<file path="config.mk">
export PLATFORM = sky130hd
export DESIGN_NAME = moore_seq_scheduler
export DESIGN_NICKNAME = d
export VERILOG_FILES = /design/src/rtl/moore_pkg.sv /design/src/rtl/seq_piso.sv /design/src/rtl/moore_seq_scheduler.sv
export SDC_FILE = /design/constraint.sdc
export NUM_CORES = 1
export LEC_CHECK = 0
export CELL_PAD_IN_SITES_DETAIL_PLACEMENT = 1
export CELL_PAD_IN_SITES_GLOBAL_PLACEMENT = 1
export CORE_MARGIN = 2
export CORE_UTILIZATION = 44
export CTS_CLUSTER_SIZE = 30
export DETAILED_ROUTE_END_ITERATION = 16
export GPL_ROUTABILITY_DRIVEN = 0
export GPL_TIMING_DRIVEN = 0
export HOLD_SLACK_MARGIN = 0.02
export PLACE_DENSITY_LB_ADDON = 0.1
export SYNTH_ARGS = -nofsm -noshare
export SYNTH_HDL_FRONTEND = slang
export SYNTH_HIERARCHICAL = 1
export SYNTH_SLANG_ARGS = --single-unit
</file>
<file path="constraint.sdc">
create_clock -name clk -period 5.93 [get_ports clk]
set_clock_uncertainty 0.05 [all_clocks]
set_input_delay 1.186 -clock clk [delete_from_list [all_inputs] [get_ports clk]]
set_output_delay 1.186 -clock clk [all_outputs]
set_load 0.05 [all_outputs]
</file>
<file path="src/rtl/moore_pkg.sv">
// Shared types for the Moore detector sequencer.
// Default pattern width is shared with the detector bench.
package moore_pkg;

  localparam int WIDTH_DEF = 20;

  typedef enum logic [1:0] {
    IDLE,
    SHIFT,
    DRAIN,
    DONE
  } state_t;

  // Saturate a requested length to the pattern width.
  function automatic int unsigned clamp_len(
    input int unsigned l,
    input int unsigned w
  );
    return (l > w) ? w : l;
  endfunction

endpackage

</file>
<file path="src/rtl/seq_piso.sv">
// Loadable parallel-in/serial-out register, MSB first,
// with a remaining-bit counter.
module seq_piso
  import moore_pkg::*;
#(
  parameter int WIDTH = WIDTH_DEF,
  parameter int CNT_W = $clog2(WIDTH + 1)
) (
  input  logic             clk,
  input  logic             rst_n,
  input  logic             load,
  input  logic             shift,
  input  logic [WIDTH-1:0] pattern,
  input  logic [CNT_W-1:0] len,
  output logic             bit_out,
  output logic             last
);

  logic [WIDTH-1:0] sr;
  logic [WIDTH-1:0] aligned;
  logic [CNT_W-1:0] rem;

  // Put bit len-1 of the pattern at the MSB.
  always_comb begin
    aligned = pattern << (CNT_W'(WIDTH) - len);
  end

  // On load the first bit bypasses the register.
  assign bit_out = load ? aligned[WIDTH-1] : sr[WIDTH-1];
  assign last    = (rem == '0);

  always_ff @(posedge clk) begin
    if (!rst_n) begin
      sr  <= '0;
      rem <= '0;
    end else if (load) begin
      sr  <= aligned << 1;
      rem <= len - CNT_W'(1);
    end else if (shift && !last) begin
      sr  <= sr << 1;
      rem <= rem - CNT_W'(1);
    end
  end

endmodule

</file>
<file path="src/rtl/moore_seq_scheduler.sv">
// Drives a Moore detector serially from a pattern word and
// counts its y1/y2 responses two edges after each bit.
module moore_seq_scheduler
  import moore_pkg::*;
#(
  parameter int WIDTH = WIDTH_DEF,
  parameter int CNT_W = $clog2(WIDTH + 1)
) (
  input  logic             clk,
  input  logic             rst_n,
  input  logic             start,
  input  logic [WIDTH-1:0] pattern,
  input  logic [CNT_W-1:0] len,
  output logic             x,
  input  logic             y1,
  input  logic             y2,
  output logic             busy,
  output logic             done,
  output logic [CNT_W-1:0] hit1_cnt,
  output logic [CNT_W-1:0] hit2_cnt,
  output logic [WIDTH-1:0] y1_log
);

  state_t state;
  state_t state_n;

  logic [CNT_W-1:0] len_c;
  logic             load;
  logic             shift;
  logic             bit_nxt;
  logic             last;
  logic             samp;

  always_comb begin
    len_c = CNT_W'(clamp_len(32'(len), WIDTH));
  end

  seq_piso #(
    .WIDTH (WIDTH),
    .CNT_W (CNT_W)
  ) u_piso (
    .clk     (clk),
    .rst_n   (rst_n),
    .load    (load),
    .shift   (shift),
    .pattern (pattern),
    .len     (len_c),
    .bit_out (bit_nxt),
    .last    (last)
  );

  always_ff @(posedge clk) begin
    if (!rst_n) begin
      state <= IDLE;
    end else begin
      state <= state_n;
    end
  end

  always_comb begin
    state_n = state;
    load    = 1'b0;
    shift   = 1'b0;
    unique case (state)
      IDLE: begin
        if (start) begin
          if (len_c == '0) begin
            state_n = DONE;
          end else begin
            load    = 1'b1;
            state_n = SHIFT;
          end
        end
      end
      SHIFT: begin
        if (last) begin
          state_n = DRAIN;
        end else begin
          shift = 1'b1;
        end
      end
      // One cycle: the last bit's response is sampled here.
      DRAIN: state_n = DONE;
      DONE:  state_n = IDLE;
      default: state_n = IDLE;
    endcase
  end

  assign busy = (state != IDLE);
  assign done = (state == DONE);

  // samp marks edges whose y1/y2 answer a bit sent two edges earlier.
  always_ff @(posedge clk) begin
    if (!rst_n) begin
      x        <= 1'b0;
      samp     <= 1'b0;
      hit1_cnt <= '0;
      hit2_cnt <= '0;
      y1_log   <= '0;
    end else begin
      x    <= (load || shift) ? bit_nxt : 1'b0;
      samp <= (state == SHIFT);
      if (state == IDLE && start) begin
        hit1_cnt <= '0;
        hit2_cnt <= '0;
        y1_log   <= '0;
      end else if (samp) begin
        if (y1) hit1_cnt <= hit1_cnt + CNT_W'(1);
        if (y2) hit2_cnt <= hit2_cnt + CNT_W'(1);
        y1_log <= {y1_log[WIDTH-2:0], y1};
      end
    end
  end

endmodule
</file>
Word level (Yosys, flattened, before mapping)
Cells that the tools add are included.
{"block": "classes", "addsub": 5, "n_mul": 0, "div_mod_pow": 0, "order_cmp": 1, "n_eq_ne": 5, "shifts": 1, "muxes": 15, "bitwise": 1, "n_reduce_logical": 14}
{"operator": "20-bit 2-to-1 mux", "n": 2}
{"operator": "20-bit by 5-bit << shifter with 20-bit output", "n": 1}
{"operator": "5-bit 2-to-1 mux", "n": 3}
{"operator": "5-bit by 1-bit adder with 5-bit output, second input constant", "n": 2}
{"operator": "5-bit logical NOT", "n": 2}
{"operator": "5-bit by 1-bit subtractor with 5-bit output, second input constant", "n": 2}
{"operator": "2-bit one-hot mux with 4 select lines", "n": 1}
{"operator": "2-bit AND reduction", "n": 4}
{"operator": "1-bit 2-to-1 mux", "n": 6}
{"operator": "2-bit 2-to-1 mux", "n": 3}
{"operator": "5-bit > comparator, second input constant", "n": 1}
{"operator": "5-bit subtractor, first input constant", "n": 1}
{"operator": "2-bit equality test, second input constant", "n": 2}
{"operator": "2-bit nonzero test", "n": 2}
{"operator": "2-bit by 1-bit equality test with 1-bit output, second input constant", "n": 1}
{"operator": "1-bit logical AND", "n": 2}
{"operator": "2-bit logical NOT", "n": 1}
{"operator": "2-bit by 1-bit inequality test with 1-bit output, second input constant", "n": 1}
{"operator": "2-bit inequality test, second input constant", "n": 1}
{"operator": "2-bit OR reduction", "n": 1}
{"operator": "1-bit logical NOT", "n": 1}
{"operator": "1-bit logical OR", "n": 1}
{"operator": "1-bit inverter", "n": 1}
{"block": "totals", "ff_bits": 58, "latchBits": 0, "ramBits": 0, "mem_bits_ro": 0, "inputBits": 30, "out_inout_bits": 33, "wordCells": 50, "memories": 0}

Depth between registers and ports, before layout
{"block": "logic_depth", "ltp_word": 8, "mapped_depth": 14, "mapped_depth_nobuf": 11}

By module
Netlist, hierarchy kept.
{"mod": "seq_piso", "instances": 1, "cells_each": 246, "area_each_um2": 2326.0, "seq_area_each_um2": 480.5}
{"mod": "moore_seq_scheduler", "instances": 1, "cells_each": 148, "area_each_um2": 1412.6, "seq_area_each_um2": 680.7}

Worst setup path after synthesis
OpenSTA, ideal clock, no wires.
{"block": "synth_timing", "kind": "input to register", "from": "in len[3]", "to": "reg u_piso.sr[17]", "setup_ps": 117, "arrival_ps": 3594, "slack_ps": 2169, "stages": 11, "n_path_buf": 3, "cell_sequence": "o21ai_0 and2_1 buf_6 buf_6 inv_1 ha_1 buf_6 mux2_4 mux4_2 a22o_1 a32o_1"}
{"block": "synth_between", "elab_chain_cells": 7, "word_cells_on_any_way": 10, "classes_between": "add/sub (1); order compare (1); shift (1); mux (5); reduce/logical (2)"}
{"item": "from (decl)", "line": "moore_seq_scheduler.sv:13", "text": "input logic [CNT_W-1:0] len,"}
{"item": "5-bit > comparator *", "line": "moore_pkg.sv:19", "text": "return (l > w) ? w : l;"}
{"item": "5-bit 2-to-1 mux *", "line": "moore_pkg.sv:19"}
{"item": "named net len_c[0]", "line": "moore_seq_scheduler.sv:27", "text": "logic [CNT_W-1:0] len_c;"}
{"item": "branches (longest 5 deep; another with 5-bit subtractor)"}
{"item": "to (signal assigned)", "line": "seq_piso.sv:37", "text": "sr <= aligned << 1;"}
{"item": "to (signal assigned)", "line": "seq_piso.sv:40", "text": "sr <= sr << 1;"}
{"item": "to (decl)", "line": "seq_piso.sv:19", "text": "logic [WIDTH-1:0] sr;"}
Mark *: on every way through the listed nets, which the timed path passes.
A chain may end at the register's enable or synchronous reset.

Worst setup path after layout
{"block": "layout_timing", "from": "in len[3]", "to": "reg x"}
{"block": "layout_between", "word_cells_on_any_way": 11, "classes_between": "add/sub (1); order compare (1); shift (1); mux (5); reduce/logical (3)"}
{"item": "5-bit > comparator *", "line": "moore_pkg.sv:19"}
{"item": "5-bit 2-to-1 mux *", "line": "moore_pkg.sv:19"}
{"item": "named net len_c[0]", "line": "moore_seq_scheduler.sv:27"}
{"item": "branches (longest 4 deep; another with 5-bit subtractor)"}
{"item": "1-bit 2-to-1 mux *", "line": "seq_piso.sv:29", "text": "assign bit_out = load ? aligned[WIDTH-1] : sr[WIDTH-1];"}
{"item": "named net bit_nxt", "line": "moore_seq_scheduler.sv:30", "text": "logic bit_nxt;"}
{"item": "to (signal assigned)", "line": "moore_seq_scheduler.sv:101", "text": "x <= (load || shift) ? bit_nxt : 1'b0;"}
{"item": "to (decl)", "line": "moore_seq_scheduler.sv:14", "text": "output logic x,"}
Marked as above.

==> flow_summary.json <==
{
  "ctsResizeCount": 0,
  "synth.most_common_cell": "dfxtp_1",
  "crit_fanout": 10,
  "synth_top_area_share": 0.3106,
  "ant_nets": 0,
  "first_pass_iters": 4,
  "clockBufferDepth": 2,
  "port_buffers": 62,
  "power.density_nw_per_um2": 316.1,
  "synth_area_leaders": "dfxtp_1 31%, mux2i_1 13%, mux4_2 9.6%",
  "cts_max_level": 3,
  "grt_overflow_total": 0,
  "num_vias": 3255,
  "arrival_ps": 4470,
  "tns_ps": 0,
  "clock-sinks": 58,
  "drv_cap": 0,
  "setup_viol": 0,
  "leakage_nw": 1.826,
  "grt.total_usage": 0.2377,
  "grt_pass1_wl_um": 17010,
  "syn_to_final_growth_pct": 24.36,
  "root_buffer": "clkbuf_8",
  "synth_seq_cells": 58,
  "die_y_um": 96.18,
  "layout.nets": 506,
  "hold_viol": 0,
  "grt_pass1_vias": 3319,
  "wl_per_cell_um": 18.36,
  "syn-cell-area_um2": 3739,
  "finalMaxSlewViolations": 0,
  "drive_above_1_share": 0.1359,
  "crit_type": "in2reg",
  "async_flop_share": 0,
  "via_per_inst": 5.651,
  "power_mw": 1.470,
  "dieArea_um2": 9251,
  "die_w_um": 96.18,
  "outcome": "finished, final reports clean",
  "irDropWorstVdd_v": 0.0002222,
  "clk_latency_ps": 330,
  "drc": 0,
  "finalCritPeriodShare": 0.7253,
  "yosysWarningCount": 6,
  "cp-start-kind": "input pin",
  "cts_hold_buf": 0,
  "syn_avg_cell_area_um2": 9.489,
  "synth_enable_flop_cells": 0,
  "fin_util": 0.5659,
  "initial_core_util": 0.4550,
  "yosysSeqAreaShare": 0.3106,
  "dp_hpwl_um": 8049,
  "postCtsSetupBuffers": 0,
  "io-pin-count": 63,
  "n_antenna_cell": 0,
  "synth_cells": 394,
  "min_path_type": "reg2reg",
  "core_area_um2": 8217,
  "grt_setup_unrepaired": "no",
  "synthTopCellsByCount": "58 x dfxtp_1, 49 x mux2i_1, 41 x nor2_1",
  "tightest_slew_ps": 641.3,
  "drt_wl_total_um": 10580,
  "synth_ff_type": "dfxtp_1",
  "yosysUniqueCellTypes": 63,
  "synth_area_leader_cell": "dfxtp_1",
  "drtIter0Drc": 144,
  "clock.fmax_mhz": 232.5,
  "fin_crit_ps": 4301,
  "tritoncts": "yes",
  "rows": 33,
  "grt_antenna_before_repair": 0,
  "cts.reportedPaths.clkPinSlew_ps": 70,
  "max_slew_margin": 0.5694,
  "numCtsBuffers": 9,
  "grt_max_degree": 13,
  "syn_nets": 433,
  "worst_setup_path_end_kind": "flop",
  "worst_ep_required_time_ps": 6100
}
[sequential cells by signal (all words and copies together) (netlist names)]
register / flops
u_piso/sr: 19
state: 2
u_piso/rem: 5
samp: 1
y1_log: 20
hit2_cnt: 5
x: 1
hit1_cnt: 5
[metal layers]
layer  vias to the layer above  share of wire  wire length, µm  track usage
li1                       1591              -                -            -
met4                         0         0.0074               78      0.05357
met5                         -              0                0            0
met2                        69           0.46             4913       0.3779
met3                         8          0.052              546      0.05717
met1                      1587           0.48             5036       0.3264
[power by group]
part           internal [mW]  switching (mW)
Sequential             0.451          0.0438
Combinational          0.281           0.387
Clock                  0.146           0.161
Total                  0.878           0.592
[through the flow]
step | std cells | worst slack (ps) | hold WS [ps] | cell area [µm²]
2_1_floorplan | 394 | 2169 | 440.1 | 3739
3_3_place_gp | 561 | 1308 | 416.1 | 4491
3_5_place_dp | 561 | 1263 | 440.3 | 4491
4_1_cts | 576 | 1628 | 449.8 | 4649
5_1_grt | 576 | 1446 | 474.1 | 4649
6_report | 576 | 1629 | 450.0 | 4649
[worst max-delay path: stages]
cell,delay [ps]
clkdlybuf4s50_1,450
o21ai_0,200
and2_1,160
buf_6,140
buf_6,180
inv_1,150
ha_1,370
buf_6,190
buf_6,170
mux4_2,350
mux2i_1,220
mux2i_1,110
a221oi_1,320
nor2_1,120
o211a_1,130
[worst paths after layout]
kind | startpoint | to | slack, ps | depth (start not counted)
worst max register to register | state[0] | u_piso/rem[4] | 3130 | 12
worst min-delay path | hit2_cnt[4] | hit2_cnt[4] | 450 | 2
worst min register to register | hit2_cnt[4] | hit2_cnt[4] | 450 | 2
worst max-delay path | len[3] | x | 1630 | 15
[logic make-up after synthesis]
kind of cell	after synthesis	share of synthesized area
buffers and inverters	37	0.05354
flip-flops	58	0.3106
multiplexers	74	0.2607
XOR/XNOR	13	0.03749
adder cells (fa/ha/maj)	9	0.03012
AO/OA/AOI/OAI	78	0.1409
AND/OR/NAND/NOR	125	0.1667
[cell usage in the layout (no fill, tap or decap), types with 3 or more instances in the layout]
| cell | n |
|---|---|
| and3_1 | 3 |
| clkbuf_1 | 12 |
| o21a_1 | 4 |
| inv_1 | 10 |
| ha_1 | 9 |
| buf_4 | 3 |
| mux2_2 | 4 |
| nand3_1 | 12 |
| nand2b_1 | 4 |
| buf_6 | 4 |
| xnor2_1 | 3 |
| nor2_1 | 41 |
| mux4_2 | 16 |
| nand2_1 | 26 |
| nand2_2 | 3 |
| and2_1 | 11 |
| o21ai_0 | 18 |
| clkinv_2 | 4 |
| nor2b_1 | 4 |
| a31oi_1 | 3 |
| xor2_1 | 8 |
| mux2i_1 | 49 |
| clkdlybuf4s50_1 | 62 |
| dfxtp_1 | 58 |
| clkbuf_8 | 9 |
| or3_1 | 5 |
| buf_2 | 7 |
| nor3_1 | 5 |
| o22ai_1 | 7 |
| o211a_1 | 4 |
| a21oi_1 | 20 |
[cell type report]
class	instances	area [µm²]
inverters	10	37.54
multi-input cells	299	2377
fillers	949	3567
flip-flops and latches	58	1161
plain buffers	27	162.7
well taps	105	131.4
clock inverters	6	35.03
clock buffers	9	123.9
repair buffers	62	620.6
Note: power is estimated with default switching activity, not from simulation.
